File: src/rtl/mdu_if.sv
`default_nettype none
// +----------------------------------------------------------------------+
// | mdu_if: start/operand/result bundle between sequencer and mdu. Rev 1.0 |
// +----------------------------------------------------------------------+
interface mdu_if #(
  parameter int WIDTH = 11
);
  logic             mdu_start;
  logic [1:0]       mdu_op;
  logic [WIDTH-1:0] mdu_a;
  logic [WIDTH-1:0] mdu_b;
  logic [WIDTH-1:0] mdu_out;
  logic             mdu_done;
  logic             mdu_busy;
  logic             mdu_ovf;
  logic             mdu_dz;

  modport master (
    output mdu_start, mdu_op, mdu_a, mdu_b,
    input  mdu_out, mdu_done, mdu_busy, mdu_ovf, mdu_dz
  );

  modport slave (
    input  mdu_start, mdu_op, mdu_a, mdu_b,
    output mdu_out, mdu_done, mdu_busy, mdu_ovf, mdu_dz
  );
endinterface
`default_nettype wire

File: src/rtl/mdu.sv
`default_nettype none
// +----------------------------------------------------------------------+
// | mdu: bit-serial shift-add multiplier / restoring divider.    Rev 1.0 |
// +----------------------------------------------------------------------+
module mdu #(
  parameter int WIDTH = 11
) (
  input  wire logic clock,
  input  wire logic mdu_reset_n,
  mdu_if.slave      bus
);
  localparam int CW = (WIDTH > 2) ? $clog2(WIDTH) : 1;
  localparam logic [CW-1:0] LAST = CW'(WIDTH - 1);
  localparam logic [1:0] OP_MUL  = 2'b00;
  localparam logic [1:0] OP_DIV  = 2'b01;
  localparam logic [1:0] OP_REM  = 2'b10;
  localparam logic [1:0] OP_MULH = 2'b11;

  typedef enum logic [1:0] {S_IDLE = 2'd0, S_RUN = 2'd1, S_DONE = 2'd2} state_t;

  state_t           state_q, state_d;
  logic [CW-1:0]    cnt_q, cnt_d;
  logic [1:0]       op_q, op_d;
  logic [WIDTH-1:0] b_q, b_d;
  logic [WIDTH-1:0] hi_q, hi_d;
  logic [WIDTH-1:0] lo_q, lo_d;
  logic [WIDTH-1:0] out_q, out_d;
  logic             ovf_q, ovf_d;
  logic             dz_q, dz_d;

  logic             is_mul;
  logic [WIDTH:0]   mul_sum;
  logic [WIDTH:0]   div_shift;
  logic [WIDTH-1:0] div_rem;
  logic             div_ge;
  logic [WIDTH-1:0] step_hi;
  logic [WIDTH-1:0] step_lo;

  // hi:lo is the product register for multiply, and remainder:dividend/quotient for divide
  always_comb begin
    is_mul    = (op_q == OP_MUL) || (op_q == OP_MULH);
    mul_sum   = {1'b0, hi_q} + (lo_q[0] ? {1'b0, b_q} : {(WIDTH+1){1'b0}});
    div_shift = {hi_q, lo_q[WIDTH-1]};
    div_ge    = (div_shift >= {1'b0, b_q});
    div_rem   = div_shift[WIDTH-1:0] - b_q;
    if (is_mul) begin
      step_hi = mul_sum[WIDTH:1];
      step_lo = {mul_sum[0], lo_q[WIDTH-1:1]};
    end else begin
      step_hi = div_ge ? div_rem : div_shift[WIDTH-1:0];
      step_lo = {lo_q[WIDTH-2:0], div_ge};
    end
  end

  always_comb begin
    state_d = state_q;
    cnt_d   = cnt_q;
    op_d    = op_q;
    b_d     = b_q;
    hi_d    = hi_q;
    lo_d    = lo_q;
    out_d   = out_q;
    ovf_d   = ovf_q;
    dz_d    = dz_q;
    case (state_q)
      S_IDLE, S_DONE: begin
        if (bus.mdu_start) begin
          state_d = S_RUN;
          cnt_d   = '0;
          op_d    = bus.mdu_op;
          b_d     = bus.mdu_b;
          hi_d    = '0;
          lo_d    = bus.mdu_a;
        end else begin
          state_d = S_IDLE;
        end
      end
      S_RUN: begin
        hi_d  = step_hi;
        lo_d  = step_lo;
        cnt_d = cnt_q + CW'(1);
        if (cnt_q == LAST) begin
          state_d = S_DONE;
          cnt_d   = '0;
          case (op_q)
            OP_MUL, OP_DIV:  out_d = step_lo;
            OP_REM, OP_MULH: out_d = step_hi;
            default:         out_d = step_lo;
          endcase
          ovf_d = is_mul && (step_hi != '0);
          dz_d  = !is_mul && (b_q == '0);
        end
      end
      default: state_d = S_IDLE;
    endcase
  end

  always_ff @(posedge clock or negedge mdu_reset_n) begin
    if (!mdu_reset_n) begin
      state_q <= S_IDLE;
      cnt_q   <= '0;
      op_q    <= '0;
      b_q     <= '0;
      hi_q    <= '0;
      lo_q    <= '0;
      out_q   <= '0;
      ovf_q   <= 1'b0;
      dz_q    <= 1'b0;
    end else begin
      state_q <= state_d;
      cnt_q   <= cnt_d;
      op_q    <= op_d;
      b_q     <= b_d;
      hi_q    <= hi_d;
      lo_q    <= lo_d;
      out_q   <= out_d;
      ovf_q   <= ovf_d;
      dz_q    <= dz_d;
    end
  end

  assign bus.mdu_out  = out_q;
  assign bus.mdu_done = (state_q == S_DONE);
  assign bus.mdu_busy = (state_q == S_RUN);
  assign bus.mdu_ovf  = ovf_q;
  assign bus.mdu_dz   = dz_q;
endmodule
`default_nettype wire

File: src/flat_wrapper.sv
// flat-port wrapper written by rule: the top's interface ports become plain ports
module mdu_flat 
#(
  parameter int WIDTH = 11
)
  (clock, mdu_reset_n, bus_mdu_start, bus_mdu_op, bus_mdu_a, bus_mdu_b, bus_mdu_out, bus_mdu_done, bus_mdu_busy, bus_mdu_ovf, bus_mdu_dz);
  mdu_if #(.WIDTH(WIDTH)) bus_i ();
  input  wire logic clock;
  input  wire logic mdu_reset_n;
  input wire logic [$bits(bus_i.mdu_start)-1:0] bus_mdu_start;
  input wire logic [$bits(bus_i.mdu_op)-1:0] bus_mdu_op;
  input wire logic [$bits(bus_i.mdu_a)-1:0] bus_mdu_a;
  input wire logic [$bits(bus_i.mdu_b)-1:0] bus_mdu_b;
  output wire logic [$bits(bus_i.mdu_out)-1:0] bus_mdu_out;
  output wire logic [$bits(bus_i.mdu_done)-1:0] bus_mdu_done;
  output wire logic [$bits(bus_i.mdu_busy)-1:0] bus_mdu_busy;
  output wire logic [$bits(bus_i.mdu_ovf)-1:0] bus_mdu_ovf;
  output wire logic [$bits(bus_i.mdu_dz)-1:0] bus_mdu_dz;
  assign bus_i.mdu_start = bus_mdu_start;
  assign bus_i.mdu_op = bus_mdu_op;
  assign bus_i.mdu_a = bus_mdu_a;
  assign bus_i.mdu_b = bus_mdu_b;
  assign bus_mdu_out = bus_i.mdu_out;
  assign bus_mdu_done = bus_i.mdu_done;
  assign bus_mdu_busy = bus_i.mdu_busy;
  assign bus_mdu_ovf = bus_i.mdu_ovf;
  assign bus_mdu_dz = bus_i.mdu_dz;
  mdu #(.WIDTH(WIDTH)) u_core (.clock(clock), .mdu_reset_n(mdu_reset_n), .bus(bus_i));
endmodule
File: config.mk
export PLATFORM = sky130hd
export DESIGN_NAME = mdu_flat
export DESIGN_NICKNAME = d
export VERILOG_FILES = /design/src/rtl/mdu_if.sv /design/src/rtl/mdu.sv /design/src/flat_wrapper.sv
export SDC_FILE = /design/constraint.sdc
export NUM_CORES = 1
export LEC_CHECK = 0
export ABC_AREA = 1
export BUFFER_PORTS_ARGS = -buffer_cell sky130_fd_sc_hd__buf_2
export CAP_MARGIN = 20
export CORE_ASPECT_RATIO = 0.9
export CORE_MARGIN = 8
export CORE_UTILIZATION = 40
export DETAILED_ROUTE_END_ITERATION = 6
export PLACE_DENSITY = 0.67
export SYNTH_ARGS = -nofsm -noshare
export SYNTH_HDL_FRONTEND = slang
export SYNTH_SLANG_ARGS = --single-unit
File: constraint.sdc
create_clock -name clock -period 2.9 [get_ports clock]
set_input_delay 0.58 -clock clock [delete_from_list [all_inputs] [get_ports clock]]
set_output_delay 0.58 -clock clock [all_outputs]
set_load 0.05 [all_outputs]
### Yosys cells after proc, flatten, opt, wreduce, memory -nomap -nowiden

Cells that the tools add are included.

* bits in registers: 54
* bits in latches: 0
* memory bits (writable): 0
* memory bits (read-only): 0
* input bits: 27
* output and inout port bits: 15
* word-level logic and storage cells: 51
* memories: 0

* add/subtract/negate cells: 3
* multiply operators: 0
* div/mod/pow operators: 0
* $lt $le $gt $ge: 1
* equal/unequal tests: 8
* shifts and indexed selects: 0
* mux-type cells: 15
* bitwise logic cells: 0
* reduce and logical (&&, ||, !) cells: 15

Operators with widths (count)
* two-way mux 11 bit: 6
* case mux 11 bit (2 select lines): 3
* adder 11 x 12 -> 12 bit: 1
* greater-or-equal comparator 12 x 11 -> 1 bit: 1
* zero test 11 bit: 1
* nonzero test 11 bit: 1
* subtractor 11 bit: 1
* two-way mux 4 bit: 2
* case mux 4 bit (2 select lines): 1
* equality test 2 bit (second input constant): 3
* AND reduction 2 bit: 3
* OR reduction 2 bit: 3
* adder 4 x 1 -> 4 bit (second input constant): 1
* equality test 2 x 1 -> 1 bit (second input constant): 2
* equality test 4 bit (second input constant): 1
* zero test 2 bit: 2
* case mux 2 bit (2 select lines): 1
* logical AND 1 bit: 2
* two-way mux 2 bit: 1
* != test 2 x 1 -> 1 bit (second input constant): 1
* != test 2 bit (second input constant): 1
* nonzero test 2 bit: 1
* zero test 1 bit: 1
* logical OR 1 bit: 1
* two-way mux 1 bit: 1

### Longest topological paths before layout

Gate-level depths: netlist of run 1.

* depth after elaboration: 5
* gate-level depth with buffers: 20
* depth with buffers taken out: 19

### Worst setup path after synthesis of run 1

Ideal clock, no wire load.

* path type: flip-flop to flip-flop
* start point: register u_core.lo_q[0]
* end point: register u_core.ovf_q, in the netlist u_core.bus.mdu_ovf
* setup time: 0.118 ns
* arrival: 2.234 ns
* required time: 2.782 ns
* slack: 0.548 ns
* cell stages (with the launch flop): 17
* buffers on the path: 1
* period minus slack after synthesis: 2.352 ns
* cell sequence: dfrtp_1 -> clkbuf_1 -> nand2_1 -> inv_1 -> ha_1 -> inv_1 -> fa_1 -> o21ai_0 -> nand2_1 -> a21oi_1 -> nor2_1 -> nor2_1 -> nand2_1 -> nor2_1 -> nand2_1 -> nand2_1 -> nand2_1

* cells in the longest elaborated chain, start to end: 5

RTL lines
* from (decl): RTL line mdu.sv:26 `logic [WIDTH-1:0] lo_q, lo_d;`
* from (signal assigned): RTL line mdu.sv:115 `lo_q <= lo_d;`
* two-way mux 11 bit: RTL line mdu.sv:42 `mul_sum = {1'b0, hi_q} + (lo_q[0] ? {1'b0, b_q} : {(WIDTH+1){1'b0}});`
* adder 11 x 12 -> 12 bit: RTL line mdu.sv:42
* two-way mux 11 bit: RTL line mdu.sv:46 `if (is_mul) begin`
* nonzero test 11 bit: RTL line mdu.sv:90 `ovf_d = is_mul && (step_hi != '0);`
* logical AND 1 bit: RTL line mdu.sv:90
* to (signal assigned): RTL line mdu.sv:117 `ovf_q <= ovf_d;`
* to (decl): RTL line mdu.sv:28 `logic ovf_q, ovf_d;`

No other way between the ends.
A chain may end at the register's enable or synchronous reset.

### Final worst setup path of run 1

Same ends and word-level chain as after synthesis.

==> results of run 1 <==
[stage by stage]
| stage | setup slack, ns | std cells | utilization, % |
|---|---|---|---|
| after floorplan | 0.548 | 609 | - |
| after detailed placement | 0.397 | 771 | 44.0 |
| after global routing | 0.0269 | 778 | 45.3 |
| after CTS | 0.385 | 778 | 45.3 |
| after global placement | 0.446 | 771 | 44.0 |
| final | 0.298 | 778 | 45.3 |
[kinds of logic after synthesis]
kind of cell             after synthesis  synth area share (%)
AO/OA/AOI/OAI                        101                  14.4
buffers and inverters                119                  11.3
flip-flops                            54                  33.1
AND/OR/NAND/NOR                      302                  31.1
XOR/XNOR                               5                  1.07
adder cells (fa/ha/maj)               28                  8.96
[how the worst max path moves through the flow]
stage,start,to,slack [ns]
floorplan,u_core.lo_q[0]$_DFFE_PN0P_,u_core.bus.mdu_ovf$_DFFE_PN0P_,0.55
global placement,u_core.lo_q[0]$_DFFE_PN0P_,u_core.bus.mdu_ovf$_DFFE_PN0P_,0.45
detailed placement,u_core.lo_q[0]$_DFFE_PN0P_,u_core.bus.mdu_ovf$_DFFE_PN0P_,0.40
CTS,u_core.lo_q[0]$_DFFE_PN0P_,u_core.bus.mdu_ovf$_DFFE_PN0P_,0.38
global route,u_core.lo_q[0]$_DFFE_PN0P_,u_core.bus.mdu_ovf$_DFFE_PN0P_,0.03
finish,u_core.lo_q[0]$_DFFE_PN0P_,u_core.bus.mdu_ovf$_DFFE_PN0P_,0.30
[cells in the mapped netlist, drive strengths merged]
cell / count
a22o: 1
or2: 3
o41ai: 1
o21bai: 2
fa: 2
buf: 4
ha: 26
xnor2: 1
clkinv: 2
o211ai: 2
nand3: 35
nor3: 5
inv: 101
o22ai: 6
nand3b: 1
nand2: 192
a21oi: 18
nand4: 14
a22oi: 8
clkbuf: 12
a32o: 2
and2: 1
dfrtp: 54
o21ai: 61
xor2: 4
nor2: 51
[layer usage]
metal  vias to the layer above  track usage, %
li1                       2020               -
met1                      1888            25.2
met2                       174            25.6
met3                        23            3.39
met4                         0            7.06
met5                         -               0
[cell type report]
type	instances	area [um^2]	share of cell area, %
multi-input combinational	436	2270	49.6
sequential	54	1350	29.6
inverter	103	387	8.47
timing repair buffer	49	265	5.81
tap	129	161	3.53
clock buffer	6	129	2.82
clock inverter	1	7.51	0.164
[registers in the layout, indices dropped and copies added (netlist names)]
name / count
u_core.b_q: 11
u_core.bus.mdu_out: 11
u_core.hi_q: 11
u_core.lo_q: 11
u_core.cnt_q: 4
u_core.op_q: 2
u_core.state_q: 2
u_core.bus.mdu_dz: 1
u_core.bus.mdu_ovf: 1
[critical path, delay by kind of cell, from the launching register on]
| kind | cells | cell delay [ns] |
|---|---|---|
| simple gates | 12 | 0.94 |
| flops | 1 | 0.55 |
| compound gates | 2 | 0.51 |
| fa+ha+maj | 1 | 0.30 |
| buf+inv | 2 | 0.18 |
==> impl_results.md, run 1 <==
* Outcome: complete, no violations
* Post-Syn Instances at 609
* # resized after CTS at 0
* CTS root buf: clkbuf_16
* Syn Area/Cell at between 6 and 7 um^2
* Worst r2r src: u_core.lo_q[0]$_DFFE_PN0P_
* Die Y at 112 um
* DR pass1 iterations at 5
* Least-Margin Pin Slew at 0.585 ns
* Number of routed nets with antenna violations at 0
* CTS clk-pin slew, worst paths at around 0.080 ns
* TNS Setup at 0 ns
* CTS max path bufs at 2
* Area grow syn2layout at 12.0%
* CP most frequent cell: nand2_1
* Clk_lat worst skew at 0.29 ns
* Highest routed metal layer: met4
* Num CTS Buffers at 5
* Synth warn at 0
* Fill cells at 1029
* Cts-stage hold buffer count at 0
* Worst-path cell chain: nand2_1 > inv_1 > ha_1 > a21oi_1 > nand2_1 > nand2_1 > nand3_1 > nand2_1 > nand2_1 > nand2_1 > inv_1 > a21oi_2 > nand2_1 > nor2_1 > nand2_1 > nand2_1 > nand2_1
* Minimum clock period at 2.60 ns
* Sink Count at 54
* Initial antenna violation count at 0
* Row cnt at 35
* Largest net degree at the start of global routing at 30
* Routed length on met2 at 5010 um
* Via count at approximately 4100
* H-tree levels at 2
* Synthesized flop and latch total at 54
* WL met3 at 850 um
* Sequential area share after synthesis at 33.1%
* Min-delay worst type: input port to async pin
* Normalized max-slew margin at 61.0%
* Critical Setup Path Class: flop to flop
* Commonest non-fill, non-tap cell in the layout: nand2_1
* R2R setup slack at 0.30 ns
* Reg2Reg Depth at 17
* Largest fanout on the critical path at 12
* Fin crit share at 89.7%
* # diodes at 0
* Slowest cell on the critical path: dfrtp_1
* Core box area at 0.0101 mm^2
* Full die area at 0.0137 mm^2
* Fmax at 384 MHz
* Placed Instance Area at between 0.004 and 0.005 mm^2
* Largest area contributor in the netlist: dfrtp_1
* Vias in the first global route at around 4000
* Syn_nets at around 660
* Cell Area, Synth at 0.00408 mm^2
* Post-CTS Setup Bufs at 0
* Final net count at about 700
* Share of cells above drive strength 1 at 11.6%
* IO Pins at 42
* Finished Cell Area at 0.00457 mm^2
* CTS tree: built
* Metal1 wirelength at 5680 um
* GP Congestion at 0.994
* Fin Clk Skew at 0.0123 ns
* Gr usage total at 17.7%
* Startpoint class of the critical path: flop
* Hold Vio Cnt, Final at 0
* Final setup fails at 0
* Number of DRC markers in iteration 0 at 376
* Starting Density at 40.5%
* RSZ-0062 raised after global routing: no
* Global-route wire length before repair at between 15000 and 20000 um
* Final wirelength at 11900 um
* Drt wl/cell at 15.3 um
* Capturing point of the worst reg2reg path: u_core.bus.mdu_ovf$_DFFE_PN0P_
* Total gr overflow at 0
* DP Wirelength at roughly 9600 um
* Synth area leaders: dfrtp_1 (33%), nand2_1 (17%), inv_1 (8.8%)
* Hold WS at 0.279 ns
* CP required at 3.08 ns
* Die W at 122 um
* Fin. max-slew vios at 0
* Synth unique cells at 39
* Most frequent cells in the layout: nand2_1 (189), inv_1 (96), dfrtp_1 (54)
* Max Cap Viol at 0
* Yosys top cell area share at 33.1%
* Critical path's largest stage delay at 0.55 ns
* DR DRC count at 0
* Worst Setup End Kind: flop
* Crit path arrival time at 2.78 ns
* IO Port Bufs at 41
* Vias per inst at 5.28
Power of run 1 is left out: the tool's default activity adds up to more than one toggle a clock period on the data nets, which glitch-free logic cannot reach.
==> run 2, diff against run 1 <==
--- a/config.mk
+++ b/config.mk
@@ -11,6 +11,7 @@
 export CORE_ASPECT_RATIO = 0.9
 export CORE_MARGIN = 8
 export CORE_UTILIZATION = 40
+export CTS_BUF_LIST = sky130_fd_sc_hd__clkbuf_16
 export DETAILED_ROUTE_END_ITERATION = 6
 export PLACE_DENSITY = 0.67
 export SYNTH_ARGS = -nofsm -noshare
==> run 2 against run 1 <==
Clock skew rose by 0.0015 ns. Worst hold slack got worse by 0.00071 ns. Global-route usage did not move. Die area did not move. Via count fell by 0.19%. Setup slack got worse by 0.0072 ns. Sequential cell count did not move. First-iteration DRC count fell by 2.9%. Cell count did not move. Routed wire length rose by 0.40%. Critical path depth did not move. Register-to-register slack barely moved.
==> impl_results.md, run 2 (same netlist as run 1, synthesis figures left out) <==
* Final wirelength at 11900 um (+0.40%)
* IO Port Bufs at 41 (unchanged)
* Startpoint class of the critical path: flop
* Minimum clock period at 2.61 ns (+0.00725 ns)
* TNS Setup at 0 ns (unchanged)
* Initial antenna violation count at 0 (unchanged)
* Fin Clk Skew at 0.0139 ns (+0.00155 ns)
* Worst-path cell chain: nand2_1 > inv_1 > ha_1 > a21oi_1 > nand2_1 > nand2_1 > nand3_1 > nand2_1 > nand2_1 > nand2_1 > inv_1 > a21oi_2 > nand2_1 > nor2_1 > nand2_1 > nand2_1 > nand2_1
* Number of routed nets with antenna violations at 0 (unchanged)
* Clk_lat worst skew at 0.30 ns (about the same)
* CP most frequent cell: nand2_1
* Critical Setup Path Class: flop to flop
* Full die area at 0.0137 mm^2 (unchanged)
* Die Y at 112 um (unchanged)
* Finished Layout Cells at 778 (unchanged)
* CTS max path bufs at 2 (unchanged)
* Vias per inst at 5.27 (-0.19%)
* Largest net degree at the start of global routing at 30 (unchanged)
* Fin crit share at 90.0% (+0.25 points)
* Placed insts at 771 (unchanged)
* Post-CTS Setup Bufs at 0 (unchanged)
* Share of cells above drive strength 1 at 11.6% (unchanged)
* R2R setup slack at 0.29 ns (about the same)
* Fin. max-slew vios at 0 (unchanged)
* Num CTS Buffers at 5 (unchanged)
* Global-route wire length before repair at 19600 um (unchanged)
* Capturing point of the worst reg2reg path: u_core.bus.mdu_ovf$_DFFE_PN0P_
* Core box area at 0.0101 mm^2 (unchanged)
* Critical path's largest stage delay at 0.55 ns (about the same)
* Sink Count at 54 (unchanged)
* Normalized max-slew margin at 60.9% (-0.067 points)
* Total gr overflow at 0 (unchanged)
* Worst r2r src: u_core.lo_q[0]$_DFFE_PN0P_
* Via count at 4097 (-0.19%)
* Row cnt at 35 (unchanged)
* Die W at 122 um (unchanged)
* Final setup fails at 0 (unchanged)
* Vias in the first global route at 4025 (unchanged)
* Crit path arrival time at 2.79 ns (about the same)
* Drt wl/cell at 15.3 um (+0.40%)
* # diodes at 0 (unchanged)
* Number of DRC markers in iteration 0 at 365 (-2.9%)
* RSZ-0062 raised after global routing: no
* CTS clk-pin slew, worst paths at 0.08 ns (about the same)
* Most frequent cells in the layout: nand2_1 (189), inv_1 (97), dfrtp_1 (54)
* H-tree levels at 2 (unchanged)
* CTS root buf: clkbuf_16
* Gr usage total at 17.7% (unchanged)
* End-of-flow core utilization at 45.3% (unchanged)
* Largest fanout on the critical path at 12 (unchanged)
* Max Cap Viol at 0 (unchanged)
* GP Congestion at 0.994 (unchanged)
* Starting Density at 40.5% (unchanged)
* IO Pins at 42 (unchanged)
* DR DRC count at 0 (unchanged)
* Worst Setup End Kind: flop
* # resized after CTS at 0 (unchanged)
* CP required at 3.08 ns (about the same)
* CTS tree: built
* Outcome: complete, no violations
* Min-delay worst type: input port to async pin
* Reg2Reg Depth at 17 (unchanged)
* DR pass1 iterations at 5 (unchanged)
* Slowest cell on the critical path: dfrtp_1
* Commonest non-fill, non-tap cell in the layout: nand2_1
* Final net count at 704 (unchanged)
* Area grow syn2layout at 12.0% (unchanged)
* Fmax at 383 MHz (-0.28%)
* Least-Margin Pin Slew at 0.586 ns (+0.00100 ns)
* DP Wirelength at 9630 um (unchanged)
* Finished Cell Area at 0.00457 mm^2 (unchanged)
* Placed Instance Area at 0.00443 mm^2 (unchanged)
* Cts-stage hold buffer count at 0 (unchanged)
* Hold Vio Cnt, Final at 0 (unchanged)
## run 2: worst max-delay path by stage
| stage | startpoint | endpoint | slack (ns) | depth (start not counted) |
|---|---|---|---|---|
| 2_1_floorplan | u_core.lo_q[0]$_DFFE_PN0P_ | u_core.bus.mdu_ovf$_DFFE_PN0P_ | 0.55 | 16 |
| 3_3_place_gp | u_core.lo_q[0]$_DFFE_PN0P_ | u_core.bus.mdu_ovf$_DFFE_PN0P_ | 0.45 | 15 |
| 3_5_place_dp | u_core.lo_q[0]$_DFFE_PN0P_ | u_core.bus.mdu_ovf$_DFFE_PN0P_ | 0.40 | 15 |
| 4_1_cts | u_core.lo_q[0]$_DFFE_PN0P_ | u_core.bus.mdu_ovf$_DFFE_PN0P_ | 0.38 | 15 |
| 5_1_grt | u_core.lo_q[0]$_DFFE_PN0P_ | u_core.bus.mdu_ovf$_DFFE_PN0P_ | 0.03 | 15 |
| 6_report | u_core.lo_q[0]$_DFFE_PN0P_ | u_core.bus.mdu_ovf$_DFFE_PN0P_ | 0.29 | 17 |
## run 2: final cells by class
type	count	area [um^2]
timing repair buffer	49	265
inverter	103	387
tap	129	161
clock inverter	2	11.3
multi-input combinational	436	2270
fill	1029	5510
sequential	54	1350
clock buffer	5	125
## run 2: routing by layer
metal  routed length (um)  part of all wire, %  track usage, %  up-vias
li1                     -                    -               -     2020
met1                 5640                   47            25.2     1882
met2                 5040                   42            25.6      172
met3                  914                  7.7            3.39       23
met4                  333                  2.8            7.06        0
met5                    0                    0               0        -
## run 2: metrics by stage
stage	hold slack [ns]	worst slack, ns
global route	0.330	0.0269
detailed placement	0.467	0.397
global placement	0.461	0.446
floorplan	0.284	0.548
finish	0.278	0.291
CTS	0.297	0.385
## run 2: worst max-delay path, delay by kind of cell (launching register included)
| kind | cells | cell delay (ns) |
|---|---|---|
| simple gates | 12 | 0.95 |
| buf+inv | 2 | 0.18 |
| fa+ha+maj | 1 | 0.30 |
| compound gates | 2 | 0.52 |
| flops | 1 | 0.55 |
Power of run 2 is left out for the same reason.
